### config.mk
export PLATFORM = sky130hd
export DESIGN_NAME = complete_arb
export DESIGN_NICKNAME = d
export VERILOG_FILES = /design/src/rtl/complete_arb.sv
export SDC_FILE = /design/constraint.sdc
export NUM_CORES = 1
export LEC_CHECK = 0
export ABC_AREA = 1
export ABC_CLOCK_PERIOD_IN_PS = 4300
export CAP_MARGIN = 0
export CELL_PAD_IN_SITES_DETAIL_PLACEMENT = 0
export CELL_PAD_IN_SITES_GLOBAL_PLACEMENT = 1
export CORE_ASPECT_RATIO = 1.1
export CORE_MARGIN = 1.5
export CORE_UTILIZATION = 36
export DETAILED_ROUTE_END_ITERATION = 16
export GPL_TIMING_DRIVEN = 0
export PLACE_DENSITY_LB_ADDON = 0.1
export SETUP_SLACK_MARGIN = 0.4
export SYNTH_ARGS = -nofsm -noshare
export SYNTH_HDL_FRONTEND = slang
export SYNTH_SLANG_ARGS = --single-unit
### constraint.sdc
create_clock -name clock -period 4.3 [get_ports clock]
set_input_delay 0.86 -clock clock [delete_from_list [all_inputs] [get_ports clock]]
set_output_delay 0.86 -clock clock [all_outputs]
set_load 0.03 [all_outputs]
### src/rtl/complete_arb.sv
// complete_arb: multi-channel writeback stage. Each functional-unit channel
// feeds its own FIFO; up to WB_WIDTH heads are granted per cycle round-robin
// and registered onto the register-file write ports.
// Optional build macro: COMPLETE_ARB_PERF_EN adds perf_wb_count/perf_stall_count.
module complete_arb #(
    parameter int unsigned NUM_FU     = 4,
    parameter int unsigned WB_WIDTH   = 2,
    parameter int unsigned FIFO_DEPTH = 2,
    parameter int unsigned XLEN       = 32
) (
    input  logic                       clock,
    input  logic                       reset,
    input  logic [NUM_FU-1:0]          fu_valid,
    output logic [NUM_FU-1:0]          fu_ready,
    input  logic [NUM_FU*5-1:0]        fu_dest_reg_idx,
    input  logic [NUM_FU*XLEN-1:0]     fu_alu_result,
    input  logic [NUM_FU*XLEN-1:0]     fu_NPC,
    input  logic [NUM_FU-1:0]          fu_take_branch,
    output logic [WB_WIDTH-1:0]        wb_regfile_en,
    output logic [WB_WIDTH*5-1:0]      wb_regfile_idx,
    output logic [WB_WIDTH*XLEN-1:0]   wb_regfile_data
`ifdef COMPLETE_ARB_PERF_EN
    ,
    output logic [31:0]                perf_wb_count,
    output logic [31:0]                perf_stall_count
`endif
);

    localparam int unsigned IDX_W = 5;
    localparam int unsigned PTR_W = $clog2(FIFO_DEPTH);
    localparam int unsigned CNT_W = $clog2(FIFO_DEPTH) + 1;
    localparam int unsigned RR_W  = $clog2(NUM_FU);
    localparam logic [IDX_W-1:0] ZERO_REG = '0;

    logic [IDX_W-1:0]  mem_idx_q  [NUM_FU][FIFO_DEPTH];
    logic [XLEN-1:0]   mem_data_q [NUM_FU][FIFO_DEPTH];
    logic [PTR_W-1:0]  head_q     [NUM_FU];
    logic [PTR_W-1:0]  tail_q     [NUM_FU];
    logic [CNT_W-1:0]  count_q    [NUM_FU];
    logic [RR_W-1:0]   rr_ptr_q, rr_ptr_d;

    logic [NUM_FU-1:0] enq, deq;
    logic [IDX_W-1:0]  enq_idx  [NUM_FU];
    logic [XLEN-1:0]   enq_data [NUM_FU];

    logic [WB_WIDTH-1:0] grant_vld;
    logic [RR_W-1:0]     grant_ch [WB_WIDTH];
    int unsigned         scan_ch;
    int unsigned         n_grant;
    logic [RR_W-1:0]     ch_sel;

    logic [WB_WIDTH-1:0]      wb_en_d;
    logic [WB_WIDTH*5-1:0]    wb_idx_d;
    logic [WB_WIDTH*XLEN-1:0] wb_data_d;

    // Ready from registered count; data chosen at enqueue; zero-register packets dropped.
    always_comb begin
        enq = '0;
        fu_ready = '0;
        for (int unsigned i = 0; i < NUM_FU; i++) begin
            fu_ready[i] = (count_q[i] != CNT_W'(FIFO_DEPTH));
            enq_idx[i]  = fu_dest_reg_idx[i*IDX_W +: IDX_W];
            enq_data[i] = fu_take_branch[i] ? fu_NPC[i*XLEN +: XLEN]
                                            : fu_alu_result[i*XLEN +: XLEN];
            enq[i] = fu_valid[i] && (count_q[i] != CNT_W'(FIFO_DEPTH))
                     && (fu_dest_reg_idx[i*IDX_W +: IDX_W] != ZERO_REG);
        end
    end

    // Round-robin scan from rr_ptr, granting the first WB_WIDTH non-empty channels.
    always_comb begin
        deq       = '0;
        grant_vld = '0;
        for (int unsigned p = 0; p < WB_WIDTH; p++) grant_ch[p] = '0;
        rr_ptr_d  = rr_ptr_q;
        scan_ch   = 0;
        n_grant   = 0;
        ch_sel    = '0;
        for (int unsigned k = 0; k < NUM_FU; k++) begin
            scan_ch = (32'(rr_ptr_q) + k) % NUM_FU;
            ch_sel  = RR_W'(scan_ch);
            if ((n_grant < WB_WIDTH) && (count_q[ch_sel] != '0)) begin
                deq[ch_sel] = 1'b1;
                for (int unsigned p = 0; p < WB_WIDTH; p++) begin
                    if (p == n_grant) begin
                        grant_vld[p] = 1'b1;
                        grant_ch[p]  = ch_sel;
                    end
                end
                n_grant  = n_grant + 1;
                rr_ptr_d = (scan_ch == NUM_FU - 1) ? '0 : ch_sel + RR_W'(1);
            end
        end
    end

    // Route granted head entries to their write ports; idle ports drive zero.
    always_comb begin
        wb_en_d   = '0;
        wb_idx_d  = '0;
        wb_data_d = '0;
        for (int unsigned p = 0; p < WB_WIDTH; p++) begin
            if (grant_vld[p]) begin
                wb_en_d[p] = 1'b1;
                wb_idx_d[p*IDX_W +: IDX_W] = mem_idx_q[grant_ch[p]][head_q[grant_ch[p]]];
                wb_data_d[p*XLEN +: XLEN]  = mem_data_q[grant_ch[p]][head_q[grant_ch[p]]];
            end
        end
    end

    // FIFO storage; entries need no reset since pointers and counts gate them.
    always_ff @(posedge clock) begin
        for (int unsigned i = 0; i < NUM_FU; i++) begin
            if (reset && enq[i]) begin
                mem_idx_q[i][tail_q[i]]  <= enq_idx[i];
                mem_data_q[i][tail_q[i]] <= enq_data[i];
            end
        end
    end

    // FIFO pointers and occupancy per channel.
    always_ff @(posedge clock) begin
        if (!reset) begin
            for (int unsigned i = 0; i < NUM_FU; i++) begin
                head_q[i]  <= '0;
                tail_q[i]  <= '0;
                count_q[i] <= '0;
            end
        end else begin
            for (int unsigned i = 0; i < NUM_FU; i++) begin
                if (enq[i]) tail_q[i] <= tail_q[i] + PTR_W'(1);
                if (deq[i]) head_q[i] <= head_q[i] + PTR_W'(1);
                case ({enq[i], deq[i]})
                    2'b10:   count_q[i] <= count_q[i] + CNT_W'(1);
                    2'b01:   count_q[i] <= count_q[i] - CNT_W'(1);
                    default: count_q[i] <= count_q[i];
                endcase
            end
        end
    end

    // Round-robin pointer and registered writeback ports.
    always_ff @(posedge clock) begin
        if (!reset) begin
            rr_ptr_q        <= '0;
            wb_regfile_en   <= '0;
            wb_regfile_idx  <= '0;
            wb_regfile_data <= '0;
        end else begin
            rr_ptr_q        <= rr_ptr_d;
            wb_regfile_en   <= wb_en_d;
            wb_regfile_idx  <= wb_idx_d;
            wb_regfile_data <= wb_data_d;
        end
    end

`ifdef COMPLETE_ARB_PERF_EN
    // Retired-write and backpressure-stall counters, wrapping at 2^32.
    always_ff @(posedge clock) begin
        if (!reset) begin
            perf_wb_count    <= '0;
            perf_stall_count <= '0;
        end else begin
            perf_wb_count <= perf_wb_count + 32'($countones(wb_regfile_en));
            if (|(fu_valid & ~fu_ready)) perf_stall_count <= perf_stall_count + 32'd1;
        end
    end
`endif

endmodule

==> results of run 1 <==
[repair_timing]
action / in CTS / in global routing
resized for setup: 160 / 56
setup endpoints to repair: 93 / 84
pin swaps: 7 / 10
buffers inserted: 3 / 11
[path summary, 6_finish.rpt]
path	to	slack (ps)	cells past startpoint
hold reg to reg	head_q[0]	510	2
setup reg to reg	wb_regfile_data[32]	520	18
setup / recovery	wb_regfile_data[32]	520	18
hold / removal	head_q[0]	510	2
[worst max-delay path: cells and delay by family (launching register included)]
family          cells  cell delay [ps]
simple gates        9             1290
flops               1              380
buf+inv             5              800
fa+ha+maj           3             1020
compound gates      1              170
[metrics by stage]
step           setup WS [ps]  std cells  cell area [sq um]
2_1_floorplan          -93.9       2389              20600
3_3_place_gp           -4360       3493              25200
3_5_place_dp           -1010       3516              25600
4_1_cts                  379       3599              27600
5_1_grt                  344       3610              27900
6_report                 517       3610              27900
[cell usage in the layout, fill, tap and decap left out, types with 11 or more instances in the layout]
| cell type | count |
|---|---|
| clkdlybuf4s50_1 | 360 |
| edfxtp_1 | 306 |
| clkbuf_1 | 20 |
| nand3_1 | 465 |
| a21oi_1 | 14 |
| buf_1 | 13 |
| clkbuf_16 | 47 |
| nor2_1 | 224 |
| mux2_2 | 128 |
| buf_4 | 59 |
| o21ai_1 | 74 |
| clkbuf_2 | 21 |
| inv_1 | 150 |
| o21ai_0 | 17 |
| dfxtp_1 | 84 |
| nand2_1 | 659 |
| buf_6 | 37 |
| buf_2 | 31 |
| clkbuf_4 | 11 |
| ha_1 | 21 |
[kinds of logic (layout without fill, tap and decap cells)]
| group | after synthesis | count (layout) | synth area share |
|---|---|---|---|
| flip-flops | 392 | 392 | 0.529 |
| AO/OA/AOI/OAI | 116 | 116 | 0.0299 |
| XOR/XNOR | 2 | 2 | 0.000849 |
| AND/OR/NAND/NOR | 1408 | 1408 | 0.290 |
| buffers and inverters | 319 | 796 | 0.0651 |
| adder cells (fa/ha/maj) | 24 | 24 | 0.0149 |
| multiplexers | 128 | 128 | 0.0699 |
[sequential cells by signal (all words and copies together), names as in the netlist, named ones only]
signal           flops
wb_regfile_en        2
wb_regfile_data     64
rr_ptr_q             2
count_q              8
tail_q               4
mem_idx_q           40
mem_data_q         256
wb_regfile_idx      10
head_q               4
[cell type report]
class	instances	share of cell area
Timing Repair Buffer	397	0.147
Clock buffer	63	0.0469
Multi-Input combinational cell	1678	0.309
Inverter	156	0.0214
Sequential cell	392	0.392
Tap cell	744	0.0334
Clock inverter	17	0.00947
Buffer	163	0.0417
[metal layers]
layer / wire (um) / share of wire / vias to the layer above / track usage
li1: - / - / 8883 / -
met1: 35400 / 0.41 / 9243 / 0.380
met2: 40300 / 0.46 / 1116 / 0.474
met3: 8110 / 0.093 / 200 / 0.0604
met4: 3350 / 0.038 / 2 / 0.115
met5: 10 / 0.00011 / - / 0
==> metrics.txt, run 1 <==
fraction of layout cells with a size suffix above 1=0.151; CTS Buf Count=44; Reg area=10900 sq um; pin slew with the least headroom to its limit=1150 ps; DIE HEIGHT=254 um; Slew headroom=0.232; Initial Util=0.366; clock slew at reported path FFs=60 ps; # DRC=0; ys async rst share=0; Placeable Area=56400 sq um; Final min period=3780 ps; n_diodes=0; Tcrit/Tclk final=0.880; GRT Residual Overflow=0; # hold bufs at CTS=0; EDFF count, synth=306; leading area contributor after synthesis=edfxtp_1; setup TNS=0 ps; DR vias/cell=5.39; antenna-violating nets left=0; maximum clock rate=0.264 GHz; Final Max Slew Viols=0; RePlAce Congestion=0.886; Synthesized Nets=2699; max-cap viol count=0; Hold Vio Cnt, Final=0; Primary FF master, synth=edfxtp_1; dominant cell by count in the synthesized netlist=nand2_1; CP max stage delay=510 ps; Crit Path Category=flop to flop; worst setup path startpoint=rr_ptr_q[1]; FF-to-FF Start=rr_ptr_q[1]; unrepaired setup endpoints after global routing=true; CP Capture Type=flop; synth warn=0; CTS tree=done; worst-path cell chain=clkinvlp_4 > ha_4 > clkinvlp_4 > nand2_2 > nand2_4 > ha_4 > inv_2 > nand2_4 > fa_2 > nor2_4 > nand4_4 > nand2_4 > buf_6 > buf_2 > nor2_1 > o21ai_1 > nor2_1 > nor2_1; CP max FO=10; first-pass GRT wire length=124 mm; Die ar.=58800 sq um; drt pass-1 iters=6; hold crit path type=flop to flop; I/O pins=366; CP max-delay cell=fa_2; synthesized instance count=2389; WP data arrival=4250 ps; overall die width=231 um; Post-Route WL=87.1 mm; Clock Root Buffer=clkbuf_16; Final Util=0.495; CTS H-tree depth=2; worst clock skew=10.9 ps; Synth top area share=0.445; Buffers on Ports=360; flops & latches, synth=392; clk_lat worst skew=580 ps; sequential fraction of the synthesis area=0.529; CP Launch Type=flop; Area Growth Syn to Fin=35.1%; largest net degree at the start of global routing=21; row cnt=91; 1st-iter DRT viols=1980; fillers=5369; average wire per standard cell=24.1 um; Nets=3142; Post-synth top cells=664 x nand2_1, 466 x nand3_1, 306 x edfxtp_1, 240 x nor2_1, 153 x inv_1; antenna violations before repair=1; vias in the first global route=18900; count of cell types in the netlist=35; DP Wirelength=63.4 mm; synthesized area per cell=8.64 sq um; status=completed; Synth area leaders=edfxtp_1 45%, nand2_1 12%, nand3_1 11%; Max clock buf depth=3; minimum hold slack=514 ps; Cell Area, Synth=20600 sq um; Total Routing Usage GR=0.292; Req. time, crit path=4770 ps; via count=19400; clk sinks=392; Multi-input gate area=8610 sq um; Final setup viols=0; HP Start=head_q[0]
Power of run 1 is left out: the tool's default activity adds up to more than one toggle a clock period on the data nets, which glitch-free logic cannot reach.
==> run 2: changes to the inputs <==
--- a/config.mk
+++ b/config.mk
@@ -5,14 +5,13 @@
 export SDC_FILE = /design/constraint.sdc
 export NUM_CORES = 1
 export LEC_CHECK = 0
-export ABC_AREA = 1
 export ABC_CLOCK_PERIOD_IN_PS = 4300
 export CAP_MARGIN = 0
 export CELL_PAD_IN_SITES_DETAIL_PLACEMENT = 0
 export CELL_PAD_IN_SITES_GLOBAL_PLACEMENT = 1
 export CORE_ASPECT_RATIO = 1.1
 export CORE_MARGIN = 1.5
-export CORE_UTILIZATION = 36
+export CORE_UTILIZATION = 38
 export DETAILED_ROUTE_END_ITERATION = 16
 export GPL_TIMING_DRIVEN = 0
 export PLACE_DENSITY_LB_ADDON = 0.1
==> metrics.txt, run 2 <==
clk sinks=392 (unchanged); drt pass-1 iters=7 (+1); Synthesized Nets=1933 (-28%); count of cell types in the netlist=51 (+46%); CTS Buf Count=43 (-2.3%); DIE HEIGHT=239 um (-6.0%); Multi-input gate area=8170 sq um (-5.1%); Buffers on Ports=361 (+0.28%); most frequent cells in the layout=361 x clkdlybuf4s50_1, 306 x edfxtp_1, 279 x nand2_1; fraction of layout cells with a size suffix above 1=0.260 (+0.109); row cnt=86 (-5.5%); CP max stage delay=550 ps (+40 ps); dominant cell by count in the synthesized netlist=edfxtp_1; synthesized area per cell=11.8 sq um (+37%); # DRC=0 (unchanged); GRT Residual Overflow=0 (unchanged); commonest non-fill, non-tap cell in the layout=clkdlybuf4s50_1; Synth top area share=0.478 (+0.0325); ys async rst share=0 (unchanged); unrepaired setup endpoints after global routing=true; WP data arrival=4710 ps (+460 ps); synthesized instance count=1623 (-32%); CP max FO=10 (unchanged); CP max-delay cell=fa_2; Slew headroom=0.250 (+0.0179); clock slew at reported path FFs=60 ps (about the same); clk_lat worst skew=580 ps (about the same); n_diodes=0 (unchanged); Final Max Slew Viols=0 (unchanged); Placeable Area=50000 sq um (-11%); Hold Vio Cnt, Final=0 (unchanged); flops & latches, synth=392 (unchanged); EDFF count, synth=306 (unchanged); leading area contributor after synthesis=edfxtp_1; Area Growth Syn to Fin=41.4%; worst-path cell chain=inv_6 > ha_4 > inv_4 > mux4_2 > buf_6 > ha_4 > nor2_4 > inv_4 > fa_2 > nand2_2 > nor2_4 > o211ai_4 > buf_6 > a31oi_4 > buf_12 > mux2i_4 > mux2_4 > buf_12 > buf_12 > o211ai_1 > a21oi_2; DP Wirelength=51.7 mm (-18%); Final Util=0.543 (+0.0487); fillers=4261 (-21%); first-pass GRT wire length=108 mm (-13%); Initial Util=0.384 (+0.0182); Total Routing Usage GR=0.287 (-0.00472); overall die width=217 um (-6.0%); DR vias/cell=5.71 (+6.0%); status=completed; Primary FF master, synth=edfxtp_1; pin slew with the least headroom to its limit=1130 ps (-26.8 ps); 1st-iter DRT viols=1328 (-33%); RePlAce Congestion=0.883 (-0.38%); Synth area leaders=edfxtp_1 48%, mux2_2 12%, dfxtp_1 9.0%; Tcrit/Tclk final=0.982 (+0.102); Reg area=10900 sq um (unchanged); CP Launch Type=flop; Final setup viols=0 (unchanged); Crit Path Category=flop to flop; Die ar.=52000 sq um (-12%); CTS H-tree depth=2 (unchanged); I/O pins=366 (unchanged); delay-heaviest family, CP=multiplexers; CP dominant cell by count=buf_12; Nets=2412 (-23%); average wire per standard cell=27.1 um (+12%); sequential fraction of the synthesis area=0.567 (+0.0386); synth warn=0 (unchanged); CTS tree=done; FF-to-FF Start=rr_ptr_q[0]; Req. time, crit path=4780 ps (about the same); vias in the first global route=16500 (-13%); Cell Area, Synth=19200 sq um (-6.8%); worst clock skew=18.7 ps (+7.76 ps); Post-Route WL=75.7 mm (-13%); Post-synth top cells=306 x edfxtp_1, 284 x nand2_1, 230 x a21oi_1, 203 x mux2_2, 86 x dfxtp_1; Largest register FFs=256 (unchanged); antenna-violating nets left=0 (unchanged); largest net degree at the start of global routing=38 (+81%); Final min period=4220 ps (+438 ps); Max clock buf depth=3 (unchanged); worst setup path startpoint=rr_ptr_q[0]; maximum clock rate=0.237 GHz (-10%); Clock Root Buffer=clkbuf_16; via count=16000 (-18%); hold crit path type=flop to flop; CP Buf/Inv Count=8 (+3); CP Capture Type=flop; antenna violations before repair=0 (-1); HP Start=tail_q[2]; max-cap viol count=0 (unchanged)
-- run 2: cell types whose count changed after synthesis, moves of 74 or more --
cell      change
nand3_1     -463
nand2_1     -380
a21oi_1     +216
nor2_1      -214
inv_1       -133
mux2i_1      +77
o211ai_1     +76
mux2_2       +75
o21ai_1      -74
-- run 2: metal layers --
layer	vias to the layer above	wire [um]	GRT usage
met5	-	0	0
met4	0	3160	0.121
met3	183	6580	0.0570
met2	886	36100	0.477
met1	7821	29900	0.365
li1	7061	-	-
-- run 2: through the flow --
stage	area (sq um)	cells	hold WS, ps	worst slack (ps)	TNS (ps)
global route	27200	2795	601	-29.1	-111
detailed placement	24200	2658	563	-915	-49540
finish	27200	2795	583	78.7	0
floorplan	19400	1623	505	217	0
global placement	23900	2644	537	-1850	-301270
CTS	26900	2788	582	102	0
-- run 2: final timing paths --
path / end / slack, ps / cells after the start
setup reg to reg: wb_regfile_data[4] / 80 / 21
setup / recovery: wb_regfile_data[4] / 80 / 21
hold reg to reg: tail_q[2] / 580 / 2
hold / removal: tail_q[2] / 580 / 2
-- run 2: area by class of cell --
cell class,count,area share
Buffer,126,0.0449
Clock buffer,56,0.0441
Clock inverter,22,0.00746
Inverter,20,0.00322
Multi-Input combinational cell,1085,0.300
Sequential cell,392,0.402
Tap cell,660,0.0304
Timing Repair Buffer,434,0.168
-- run 2: repair_timing --
action,CTS,global route
buffers inserted,49,6
gates resized for setup,230,61
setup endpoints to repair,92,91
cloned,3,1
hold buffers,0,0
pin swaps,35,27
-- run 2: worst reg2reg max path, delay by kind of cell, from the launching register on --
family                   cells  cell delay [ps]
buffers and inverters        8              900
AO/OA/AOI/OAI                4              610
multiplexers                 3              990
flip-flops                   1              370
adder cells (fa/ha/maj)      3              960
AND/OR/NAND/NOR              3              310
-- run 2: cell families (layout without fill, tap and decap cells) --
| kind of cell | after synthesis | after routing | synth area share |
|---|---|---|---|
| AO/OA/AOI/OAI | 414 | 414 | 0.138 |
| flip-flops | 392 | 392 | 0.567 |
| AND/OR/NAND/NOR | 352 | 352 | 0.0734 |
| multiplexers | 286 | 286 | 0.166 |
| buffers and inverters | 146 | 658 | 0.0346 |
| adder cells (fa/ha/maj) | 24 | 24 | 0.0160 |
| XOR/XNOR | 9 | 9 | 0.00410 |
Power of run 2 is left out for the same reason.
==> run 3: changes to the inputs <==
--- a/config.mk
+++ b/config.mk
@@ -9,12 +9,13 @@
 export CAP_MARGIN = 0
 export CELL_PAD_IN_SITES_DETAIL_PLACEMENT = 0
 export CELL_PAD_IN_SITES_GLOBAL_PLACEMENT = 1
-export CORE_ASPECT_RATIO = 1.1
+export CORE_ASPECT_RATIO = 0.75
 export CORE_MARGIN = 1.5
 export CORE_UTILIZATION = 38
 export DETAILED_ROUTE_END_ITERATION = 16
 export GPL_TIMING_DRIVEN = 0
 export PLACE_DENSITY_LB_ADDON = 0.1
+export RECOVER_POWER = 100
 export SETUP_SLACK_MARGIN = 0.4
 export SYNTH_ARGS = -nofsm -noshare
 export SYNTH_HDL_FRONTEND = slang
==> metrics.txt, run 3 (synthesized netlist as in run 2, its figures left out) <==
row cnt=71 (-17%); # DRC=0 (unchanged); RePlAce Congestion=0.863 (-2.3%); worst clock skew=14.2 ps (-4.49 ps); largest net degree at the start of global routing=25 (-34%); Initial Util=0.384 (about the same); post-route cell area=27300 sq um (+0.31%); average wire per standard cell=27.5 um (+1.3%); Slew headroom=-0.233 (-0.483); Tcrit/Tclk final=1.00 (+0.0207); most frequent cells in the layout=306 x edfxtp_1, 272 x nand2_1, 260 x clkdlybuf4s50_1; Req. time, crit path=4760 ps (-20 ps); failing checks=max-capacitance violations, max-slew violations, negative setup slack; clock slew at reported path FFs=60 ps (about the same); Die ar.=52000 sq um (about the same); Buffers on Ports=361 (unchanged); max-cap viol count=2 (+2); Final Max Slew Viols=17 (+17); Post-Route WL=76.8 mm (+1.5%); maximum clock rate=0.232 GHz (-2.1%); pin slew with the least headroom to its limit=1830 ps (+710 ps); CTS tree=done; clk sinks=392 (unchanged); clk_lat worst skew=550 ps (-30 ps); vias in the first global route=15800 (-4.3%); FF-to-FF Start=rr_ptr_q[0]; Final Util=0.545 (+0.00191); Placeable Area=50000 sq um (about the same); Final setup viols=1 (+1); DP Wirelength=51.9 mm (+0.31%); CTS H-tree depth=2 (unchanged); drt pass-1 iters=5 (-2); Final min period=4310 ps (+88.8 ps); DIE HEIGHT=198 um (-17%); Non-Filler Instances=2799 (+0.14%); overall die width=263 um (+21%); status=complete, but fails checks; DR vias/cell=5.78 (+1.3%); CTS Buf Count=41 (-4.7%); Crit Path Category=flop to flop; Area Growth Syn to Fin=41.8%; via count=16200 (+1.4%); Placed Cells=2657 (-0.038%); WP data arrival=4770 ps (+60 ps); CP Launch Type=flop; hold crit path type=flop to flop; antenna-violating nets left=0 (unchanged); first-pass GRT wire length=108 mm (-0.15%); Largest register FFs=256 (unchanged); antenna violations before repair=1 (+1); HP Start=tail_q[1]; Total Routing Usage GR=0.286 (-0.00158); Nets=2418 (+0.25%); GRT Residual Overflow=0 (unchanged); commonest non-fill, non-tap cell in the layout=edfxtp_1; fraction of layout cells with a size suffix above 1=0.198 (-0.0623); 1st-iter DRT viols=1718 (+29%); Post-DP Area=24300 sq um (+0.22%); Final WS setup=-10.1 ps (-88.8 ps); CP Capture Type=flop; I/O pins=366 (unchanged); unrepaired setup endpoints after global routing=true; worst setup path startpoint=rr_ptr_q[0]; Clock Root Buffer=clkbuf_16; pre-CTS WS=-853 ps (+62.8 ps); Hold Vio Cnt, Final=0 (unchanged); Max clock buf depth=3 (unchanged); CP max FO=6 (-4)
-- run 3: changes by cell type in the layout (fill, tap and decap cells not counted), sizes merged --
cell,previous run,this run
diode,0,2
clkinv,14,10
buf,149,131
clkdlybuf4s50,361,260
bufinv,3,4
dlygate4sd3,0,101
clkbuf,106,132
-- run 3: stage by stage --
stage | hold slack (ps) | TNS (ps)
5_1_grt | 590 | -3260
6_report | 553 | -10.1
3_5_place_dp | 561 | -52260
2_1_floorplan | 505 | 0
3_3_place_gp | 541 | -315260
4_1_cts | 581 | 0
-- run 3: repair_timing --
action,in CTS,in global routing
endpoints found under the setup margin,92,92
gates resized for setup,198,110
hold buffers,0,0
cloned,9,4
setup buffers,38,14
pin swaps,38,32
-- run 3: layer usage --
layer | share of wire | wire, um | track usage | vias to the layer above
met5 | 0 | 0 | 0 | -
met4 | 0.027 | 2050 | 0.0863 | 0
met3 | 0.10 | 7790 | 0.0621 | 136
met2 | 0.45 | 34400 | 0.449 | 994
met1 | 0.42 | 32600 | 0.395 | 7986
li1 | - | - | - | 7063
-- run 3: cell type report --
type                    instances  area, sq um
fillers                      4212        22700
flip-flops and latches        392        10900
multi-input cells            1085         8170
repair buffers                442         4670
clock buffers                  56         1200
plain buffers                 126         1170
well taps                     657          822
clock inverters                19          220
inverters                      20         93.8
diodes                          2         5.00
-- run 3: path summary, 6_finish.rpt --
path | endpoint | slack (ps) | cells after the start
setup / recovery | wb_regfile_data[44] | -10 | 22
hold / removal | tail_q[1] | 550 | 2
setup reg to reg | wb_regfile_data[44] | -10 | 22
hold reg to reg | tail_q[1] | 550 | 2
-- run 3: critical path, stage by stage (launching register included) --
cell      delay, ps
dfxtp_4         390
inv_8            40
ha_4            240
inv_4            60
mux4_2          490
buf_6           140
ha_4            160
nor2_4          130
inv_4            50
fa_2            460
buf_6           140
nor2_4          120
o2111a_2        280
nand2_2         100
o21a_1          130
buf_6           140
a21oi_2         130
a22oi_2         110
buf_6           160
buf_8           130
buf_12          140
a221o_1         270
a21oi_2         200
Power of run 3 is left out for the same reason.
